## src/rtl/scope_pkg.sv

```systemverilog
// Shared types and constants for the triggered scope capture block.
package scope_pkg;

    typedef enum logic [1:0] {
        ST_IDLE      = 2'd0,
        ST_WAIT_TRIG = 2'd1,
        ST_CAPTURE   = 2'd2,
        ST_DRAIN     = 2'd3
    } state_e;

    localparam logic EDGE_RISE = 1'b0;
    localparam logic EDGE_FALL = 1'b1;

    localparam int unsigned CNT_W = 11;
    localparam int unsigned TMO_W = 16;
    localparam int unsigned DEC_W = 8;

endpackage

```

## src/rtl/scope_trig_detect.sv

```systemverilog
// Level-crossing detector: keeps the previous valid sample and flags a
// rising or falling crossing of the threshold on the current sample.
module scope_trig_detect
    import scope_pkg::*;
#(
    parameter int unsigned DATA_WIDTH = 8
) (
    input  logic                  clk,
    input  logic                  rst,
    input  logic                  clr_i,
    input  logic                  smp_vld_i,
    input  logic [DATA_WIDTH-1:0] smp_i,
    input  logic [DATA_WIDTH-1:0] level_i,
    input  logic                  edge_sel_i,
    output logic                  hit_c_o
);

    logic [DATA_WIDTH-1:0] prev_q;
    logic                  prev_vld_q;
    logic                  cross_c;

    always_ff @(posedge clk or posedge rst) begin
        if (rst) begin
            prev_q     <= '0;
            prev_vld_q <= 1'b0;
        end else if (clr_i) begin
            prev_vld_q <= 1'b0;
        end else if (smp_vld_i) begin
            prev_q     <= smp_i;
            prev_vld_q <= 1'b1;
        end
    end

    always_comb begin
        cross_c = 1'b0;
        if (edge_sel_i == EDGE_RISE) begin
            cross_c = (prev_q < level_i) && (smp_i >= level_i);
        end else begin
            cross_c = (prev_q >= level_i) && (smp_i < level_i);
        end
    end

    // The first sample after a clear only primes the previous-sample register.
    assign hit_c_o = smp_vld_i & prev_vld_q & cross_c;

endmodule

```

## src/rtl/scope_trig_capture.sv

```systemverilog
// Triggered sample capture into an external FIFO: waits for a level
// crossing (or auto timeout), then writes CAP_LEN decimated samples.
module scope_trig_capture
    import scope_pkg::*;
#(
    parameter int unsigned DATA_WIDTH   = 8,
    parameter int unsigned CAP_LEN      = 1000,
    parameter int unsigned AUTO_TIMEOUT = 4096
) (
    input  logic                  clk,
    input  logic                  rst,
    input  logic                  arm,
    input  logic                  abort,
    input  logic [DATA_WIDTH-1:0] adc_data,
    input  logic                  adc_valid,
    input  logic [DATA_WIDTH-1:0] trig_level,
    input  logic                  trig_edge,
    input  logic                  trig_auto,
    input  logic [DEC_W-1:0]      decim,
    output logic [DATA_WIDTH-1:0] wr_data,
    output logic                  wr_en,
    input  logic                  wr_full,
    input  logic                  rd_empty,
    output logic                  busy,
    output logic                  done,
    output logic                  trig_forced,
    output logic                  overflow,
    output logic [CNT_W-1:0]      cap_cnt
);

    state_e                state_q, state_d;
    logic [DATA_WIDTH-1:0] level_q;
    logic                  edge_q;
    logic                  auto_q;
    logic [DEC_W-1:0]      decim_q;
    logic [TMO_W-1:0]      tmo_q;
    logic [DEC_W-1:0]      dec_q;
    logic                  pend_q;
    logic [DATA_WIDTH-1:0] wr_data_q;
    logic [CNT_W-1:0]      cap_cnt_q;
    logic                  forced_q;
    logic                  ovf_q;

    logic arm_ok_c, smp_wait_c, det_hit_c, tmo_hit_c, trig_c;
    logic last_wr_c, dec_sel_c, sel_c;

    assign arm_ok_c   = (state_q == ST_IDLE) & arm & rd_empty & ~abort;
    assign smp_wait_c = (state_q == ST_WAIT_TRIG) & adc_valid;
    assign tmo_hit_c  = auto_q & (tmo_q == TMO_W'(AUTO_TIMEOUT));
    assign trig_c     = smp_wait_c & (det_hit_c | tmo_hit_c) & ~abort;

    scope_trig_detect #(
        .DATA_WIDTH (DATA_WIDTH)
    ) u_detect (
        .clk        (clk),
        .rst        (rst),
        .clr_i      (arm_ok_c),
        .smp_vld_i  (smp_wait_c),
        .smp_i      (adc_data),
        .level_i    (level_q),
        .edge_sel_i (edge_q),
        .hit_c_o    (det_hit_c)
    );

    assign wr_en   = pend_q & ~wr_full & ~abort;
    assign wr_data = wr_data_q;
    assign busy    = (state_q != ST_IDLE);
    assign done    = (state_q == ST_DRAIN) & rd_empty & ~abort;
    assign trig_forced = forced_q;
    assign overflow    = ovf_q;
    assign cap_cnt     = cap_cnt_q;

    // The write that completes the capture also closes the selection window.
    assign last_wr_c = wr_en & (cap_cnt_q == CNT_W'(CAP_LEN - 1));
    assign dec_sel_c = (state_q == ST_CAPTURE) & adc_valid & (dec_q == decim_q)
                       & ~last_wr_c & ~abort;
    assign sel_c     = trig_c | dec_sel_c;

    always_ff @(posedge clk or posedge rst) begin
        if (rst) begin
            state_q <= ST_IDLE;
        end else begin
            state_q <= state_d;
        end
    end

    always_comb begin
        state_d = state_q;
        case (state_q)
            ST_IDLE:      if (arm_ok_c)  state_d = ST_WAIT_TRIG;
            ST_WAIT_TRIG: if (trig_c)    state_d = ST_CAPTURE;
            ST_CAPTURE:   if (last_wr_c) state_d = ST_DRAIN;
            ST_DRAIN:     if (rd_empty)  state_d = ST_IDLE;
            default:                     state_d = ST_IDLE;
        endcase
        if (abort) begin
            state_d = ST_IDLE;
        end
    end

    always_ff @(posedge clk or posedge rst) begin
        if (rst) begin
            level_q   <= '0;
            edge_q    <= EDGE_RISE;
            auto_q    <= 1'b0;
            decim_q   <= '0;
            tmo_q     <= '0;
            dec_q     <= '0;
            pend_q    <= 1'b0;
            wr_data_q <= '0;
            cap_cnt_q <= '0;
            forced_q  <= 1'b0;
            ovf_q     <= 1'b0;
        end else begin
            pend_q <= sel_c;
            if (sel_c) begin
                wr_data_q <= adc_data;
            end
            if (arm_ok_c) begin
                level_q   <= trig_level;
                edge_q    <= trig_edge;
                auto_q    <= trig_auto;
                decim_q   <= decim;
                tmo_q     <= '0;
                cap_cnt_q <= '0;
                forced_q  <= 1'b0;
                ovf_q     <= 1'b0;
            end
            if (smp_wait_c && !trig_c && (tmo_q != TMO_W'(AUTO_TIMEOUT))) begin
                tmo_q <= tmo_q + TMO_W'(1);
            end
            if (trig_c) begin
                dec_q <= '0;
                forced_q <= ~det_hit_c;
            end else if ((state_q == ST_CAPTURE) && adc_valid) begin
                dec_q <= (dec_q == decim_q) ? '0 : dec_q + DEC_W'(1);
            end
            if (wr_en) begin
                cap_cnt_q <= cap_cnt_q + CNT_W'(1);
            end
            if (pend_q && wr_full && !abort) begin
                ovf_q <= 1'b1;
            end
        end
    end

endmodule

```

## config.mk

```make
export PLATFORM = sky130hd
export DESIGN_NAME = scope_trig_capture
export DESIGN_NICKNAME = d
export VERILOG_FILES = /design/src/rtl/scope_pkg.sv /design/src/rtl/scope_trig_detect.sv /design/src/rtl/scope_trig_capture.sv
export SDC_FILE = /design/constraint.sdc
export NUM_CORES = 1
export LEC_CHECK = 0
export BUFFER_PORTS_ARGS = -buffer_cell sky130_fd_sc_hd__buf_2
export CAP_MARGIN = 5
export CORE_MARGIN = 2
export CORE_UTILIZATION = 58
export DETAILED_ROUTE_END_ITERATION = 12
export PLACE_DENSITY = 0.79
export SYNTH_ARGS = -nofsm -noshare
export SYNTH_HDL_FRONTEND = slang
export SYNTH_SLANG_ARGS = --single-unit
```

## constraint.sdc

```tcl
create_clock -name clk -period 2.9 [get_ports clk]
set_input_delay 0.29 -clock clk [delete_from_list [all_inputs] [get_ports clk]]
set_output_delay 0.29 -clock clk [all_outputs]
set_load 0.01 [all_outputs]
```

# ---- Yosys cells after proc, flatten, opt, wreduce, memory -nomap -nowiden
# Cells that the tools add are included.
dict set report word_totals {
  out_inout_bits 24
  word_cells 95
  ff_bits 75
  inputBits 33
}
dict set report classes {
  eq_ne 11
  addsub 3
  n_mux 19
  bitwise_logic 25
  reduce_logical 19
  order_cmp 4
}
# op count
set op_table {}
lappend op_table {{16-bit two-way mux} 2}
lappend op_table {{8-bit two-way mux} 3}
lappend op_table {{11-bit two-way mux} 2}
lappend op_table {{1-bit bitwise AND} 18}
lappend op_table {{16-bit by 1-bit adder with 16-bit output (second input constant)} 1}
lappend op_table {{16-bit by 13-bit == test with 1-bit output (second input constant)} 1}
lappend op_table {{8-bit >= comparator} 2}
lappend op_table {{8-bit < comparator} 2}
lappend op_table {{16-bit by 13-bit inequality test with 1-bit output (second input constant)} 1}
lappend op_table {{2-bit nonzero test} 7}
lappend op_table {{3-bit inequality test (second input constant)} 4}
lappend op_table {{11-bit by 1-bit adder with 11-bit output (second input constant)} 1}
lappend op_table {{11-bit by 10-bit == test with 1-bit output (second input constant)} 1}
lappend op_table {{2-bit two-way mux} 5}
lappend op_table {{8-bit by 1-bit adder with 8-bit output (second input constant)} 1}
lappend op_table {{8-bit == test} 1}
lappend op_table {{2-bit one-hot mux with 4 select lines} 1}
lappend op_table {{1-bit logical AND} 7}
lappend op_table {{1-bit two-way mux} 6}
lappend op_table {{1-bit inverter} 5}
lappend op_table {{2-bit == test (second input constant)} 2}
lappend op_table {{4-bit AND reduction} 1}
lappend op_table {{2-bit by 1-bit == test with 1-bit output (second input constant)} 1}
lappend op_table {{1-bit logical NOT} 2}
lappend op_table {{3 further kinds} 4}

# ---- Longest topological paths before layout
dict set report logic_depth {
  ltp_word 11
  mapped_depth 10
  ltp_nobuf 9
}

# ---- Cells and area by module
# From an unflattened synthesis, not the netlist that was laid out.
dict set report hier_totals {
  hier_cells 441
  hier_area_um2 4122.7
}
# module area_each_um2 cells_per_inst seq_area_each_um2 instances
set modules_own_cells {}
lappend modules_own_cells {scope_trig_capture 3399.5 365 1651.6 1}
lappend modules_own_cells {scope_trig_detect 723.2 76 225.2 1}

# ---- Worst setup path after synthesis
# OpenSTA, ideal clock, no wires.
dict set report synth_timing {
  path_kind {register to register}
  start {reg level_q[1]}
  end {reg wr_data_q[0], in the netlist wr_data[0]}
  setup_time_ps 125
  path_buffers 0
  period_less_slack_ps 2391
  required_time_ps 2775
  setup_slack_ps 509
  arrival_ps 2267
  path_stages_with_launch 10
  path_cell_list {dfrtp_1 inv_1 ha_1 nor2b_1 o211ai_1 a31o_2 a2111oi_4 o21ai_2 o211ai_4 mux2_2}
}
dict set report synth_via {
  elab_chain_cells 8
  word_cells_on_any_way 12
  cone_classes {order compare: 4; mux: 1; bitwise: 5; reduce/logical: 2}
}
# element line
set synth_rtl {}
lappend synth_rtl {{start, declared} scope_trig_capture.sv:32} ;# logic [DATA_WIDTH-1:0] level_q;
lappend synth_rtl {{start signal, assigned} scope_trig_capture.sv:120} ;# level_q <= trig_level;
lappend synth_rtl {{8-bit < comparator, or another cell as far along} scope_trig_detect.sv:37} ;# cross_c = (prev_q < level_i) && (smp_i >= level_i);
lappend synth_rtl {{1-bit logical AND, on equally long branches} {scope_trig_detect.sv:37, scope_trig_detect.sv:39}}
lappend synth_rtl {{1-bit two-way mux (*)} scope_trig_detect.sv:36} ;# if (edge_sel_i == EDGE_RISE) begin
lappend synth_rtl {{1-bit bitwise AND (*)} scope_trig_detect.sv:44} ;# assign hit_c_o = smp_vld_i & prev_vld_q & cross_c;
lappend synth_rtl {{1-bit bitwise OR (*)} scope_trig_capture.sv:50} ;# assign trig_c = smp_wait_c & (det_hit_c | tmo_hit_c) & ~abort;
lappend synth_rtl {{1-bit bitwise AND (*) (2 in a row)} scope_trig_capture.sv:50}
lappend synth_rtl {{1-bit bitwise OR (*)} scope_trig_capture.sv:77} ;# assign sel_c = trig_c | dec_sel_c;
lappend synth_rtl {{net sel_c} scope_trig_capture.sv:45} ;# logic last_wr_c, dec_sel_c, sel_c;
lappend synth_rtl {{end signal, assigned} scope_trig_capture.sv:117} ;# wr_data_q <= adc_data;
lappend synth_rtl {{end, declared} scope_trig_capture.sv:39} ;# logic [DATA_WIDTH-1:0] wr_data_q;
# The timed path passes the listed nets; every way through them passes the cells marked *.
# A chain may end at the register's enable or synchronous reset.

# ---- Worst setup path in the final report
dict set report layout_timing {
  start {reg level_q[1]}
  end {reg wr_data_q[2], in the netlist wr_data[2]}
}
# Same word-level chain as after synthesis.

==> summary.txt <==
status: finished, final reports clean
total number of vias: 3432
register area share after synthesis: 46.03%
final core occ: 69.34%
Avg WL per Cell: 14.94 um
FF-to-FF Start: level_q[1]
Filler Cell Count: 546
antenna violations before repair: 0
Async SR Flop Fraction: 100.0%
grt met1 use: 30.44%
H-Tree Depth: 3
vias in the first global route: 3449
# Max-Cap Violations: 0
RSZ-0062 raised after global routing: no
Die H: 87.85 um
crit path kind: reg -> reg
Layout area overhead: 15.53%
nature of the critical path startpoint: flop
Worst-Skew Late Latency: 0.35 ns
setup tns final: 0 ns
Yosys top cell by area: dfrtp_1
most common flop cell mapped by yosys: dfrtp_1
nets: 548
Syn. warnings: 0
Hold Crit Class: in -> async
Die X: 87.85 um
Placer Congestion: 0.8735
flops & latches, synth: 75
Worst Path Max Fanout: 9
Initial Util: 60.02%
CTS clock-pin slew for the worst setup and hold paths: 0.08 ns
Antenna Nets Post-Route: 0
R2R Path End: wr_data[2]
Die ar.: 7717 sq um
number of remaining DRC errors: 0
post-CTS sizing: 0
Yosys cell types: 49
share of layout cells above drive strength 1: 21.82%
area fraction of the dominant cell type after synthesis: 46.03%
Critical Path RT: 3.14 ns
CTS root buffer: clkbuf_8
first-pass GRT wire length: 15170 um
final hold vios: 0
Pre-antenna DRT Iters: 5
number of clock sinks: 75
Post-Syn Area per Cell: 9.550 sq um
HPWL Detailed: 6309 um
DRT iter0 DRCs: 144
dominant cells by area after synthesis: dfrtp_1 46%, ha_1 7.7%, nand2_1 6.4%
measured slew at the worst slew-check pin: 0.7107 ns
Post-Syn Area: 4078 sq um
P_leak: 0.002288 uW
CP Launch Point: level_q[1]
largest net degree at the start of global routing: 45
Worst setup EP type: flop
Slew Viols, Final: 0
Final Routed Wirelength: 8828 um
Post-synth EDFFs: 0
FMAX: 372.1 MHz
CTS buffer count: 9
Multi-input gate area: 2061 sq um
syn_nets: 485
CTS Buffer Depth: 2
total track usage: 25.02%
Storage cell area: 1877 sq um
maximum VDD drop: 606.1 uV
Clock Skew: 0.006967 ns
Max transition margin: 52.55%
M2 GR Usage: 42.98%
vias per cell: 5.807
Syn Inst Count: 427
Reg2Reg Setup Slack: 0.21 ns
core area: 6794 sq um
setup bufs post-CTS: 0
setup violators final: 0
final worst path period share: 92.66%
gr ovfl total: 0
CTS tree: done
CP Capture Point: wr_data[2]
Ports: 57
met3 usage: 5.655%
pwr dens: 799.8 nW/um^2
IO buf count: 56
CTS hold repair buffers: 0
ant diodes: 0
R2R cell count: 9
post-route minimum period: 2.687 ns
Cell Rows: 30
Worst EP arrival: 2.92 ns
GR peak layer: met2
critical path: stages, from the launching register on:
cell and delay [ns]:
dfrtp_1 0.37, inv_1 0.08, ha_1 0.25, nor2b_1 0.14
o211ai_1 0.21, a21oi_1 0.15, a2111oi_4 0.45, o21ai_2 0.14
o211ai_4 0.40, mux2_2 0.39
flip-flops by register name (all words and copies together) (netlist names):
register	flops
wr_data	8
trig_forced	1
level_q	8
u_detect.prev_q	8
u_detect.prev_vld_q	1
overflow	1
auto_q	1
dec_q	8
pend_q	1
tmo_q	16
decim_q	8
edge_q	1
state_q	2
cap_cnt	11
stage by stage:
| step | total power, uW | hold WS [ns] | setup slack (ns) | std cells | instance area [sq um] |
|---|---|---|---|---|---|
| after CTS | 3784 | 0.06568 | 0.2407 | 591 | 4711 |
| after floorplan | 2542 | 0.3954 | 0.5086 | 427 | 4078 |
| after global placement | 2871 | 0.4361 | 0.2859 | 575 | 4508 |
| final | 3768 | 0.05004 | 0.2128 | 591 | 4711 |
| after detailed placement | 2949 | 0.4485 | 0.2261 | 575 | 4508 |
| after global routing | 4044 | 0.1156 | 0.05435 | 591 | 4711 |
kinds of logic after synthesis:
| logic type | synth area share [%] |
|---|---|
| adders and majority gates | 7.671 |
| DFF | 46.03 |
| muxes | 5.155 |
| xor gates and xnor gates | 3.437 |
| and+or+nand+nor | 19.73 |
| AOI/OAI and AO/OA | 14.42 |
| buffers and inverters | 3.559 |
cell usage in the layout, fill, tap and decap left out, drive strengths merged, types with 10 or more instances in the layout:
cell	synthesis	final
nand2	70	70
nand3	18	18
a21oi	13	13
mux2	16	16
o21ai	36	36
buf	4	65
xnor2	12	12
dfrtp	75	75
clkbuf	9	10
inv	23	23
nor2	30	30
nand4	15	15
ha	25	25
synthesized netlist by cell type, types with 2 or more instances:
library cell / n
xor2_1: 4
a22o_1: 6
nor2_1: 30
nor3_1: 5
a221o_1: 9
nand4_1: 15
buf_2: 2
clkbuf_1: 9
a21oi_1: 12
nor2b_1: 5
nor4b_1: 3
xnor2_1: 12
and3_1: 7
inv_1: 22
nand2_1: 70
mux2_2: 16
ha_1: 25
a21o_1: 2
a31oi_1: 3
o21ai_0: 34
nor4_1: 6
o211ai_1: 3
a31o_2: 2
mux2i_1: 3
and2_1: 3
nand3_1: 18
and4_1: 2
dfrtp_1: 75
or3_1: 4
how the worst min path moves through the flow:
stage | startpoint | to | slack (ns) | cells past startpoint
2_1_floorplan | decim[0] | decim_q[0] | 0.40 | 2
3_3_place_gp | rst | level_q[0] | 0.44 | 2
3_5_place_dp | rst | cap_cnt[1] | 0.45 | 2
4_1_cts | rst | level_q[2] | 0.07 | 2
5_1_grt | rst | level_q[2] | 0.12 | 2
6_report | rst | cap_cnt[0] | 0.05 | 2
area by class of cell:
cell class	instances	area share (%)
multi-input combinational	315	43.75
sequential	75	39.84
timing repair buffer	65	7.649
clock buffer	10	2.922
tap	96	2.550
inverter	24	1.912
clock inverter	6	1.381
power breakdown:
| group | leakage (uW) | total [uW] | internal, uW | switching, uW |
|---|---|---|---|---|
| Clock | 0.000102 | 821 | 421 | 400 |
| Sequential | 0.000993 | 1540 | 1340 | 198 |
| Combinational | 0.00119 | 1410 | 627 | 780 |
routing by layer:
metal  share of wire, %  wire [um]
met1                 44       3869
met2                 49       4316
met3                5.6        492
met4                1.7        150
met5                  0          0
Note: power is estimated with default switching activity, not from simulation.
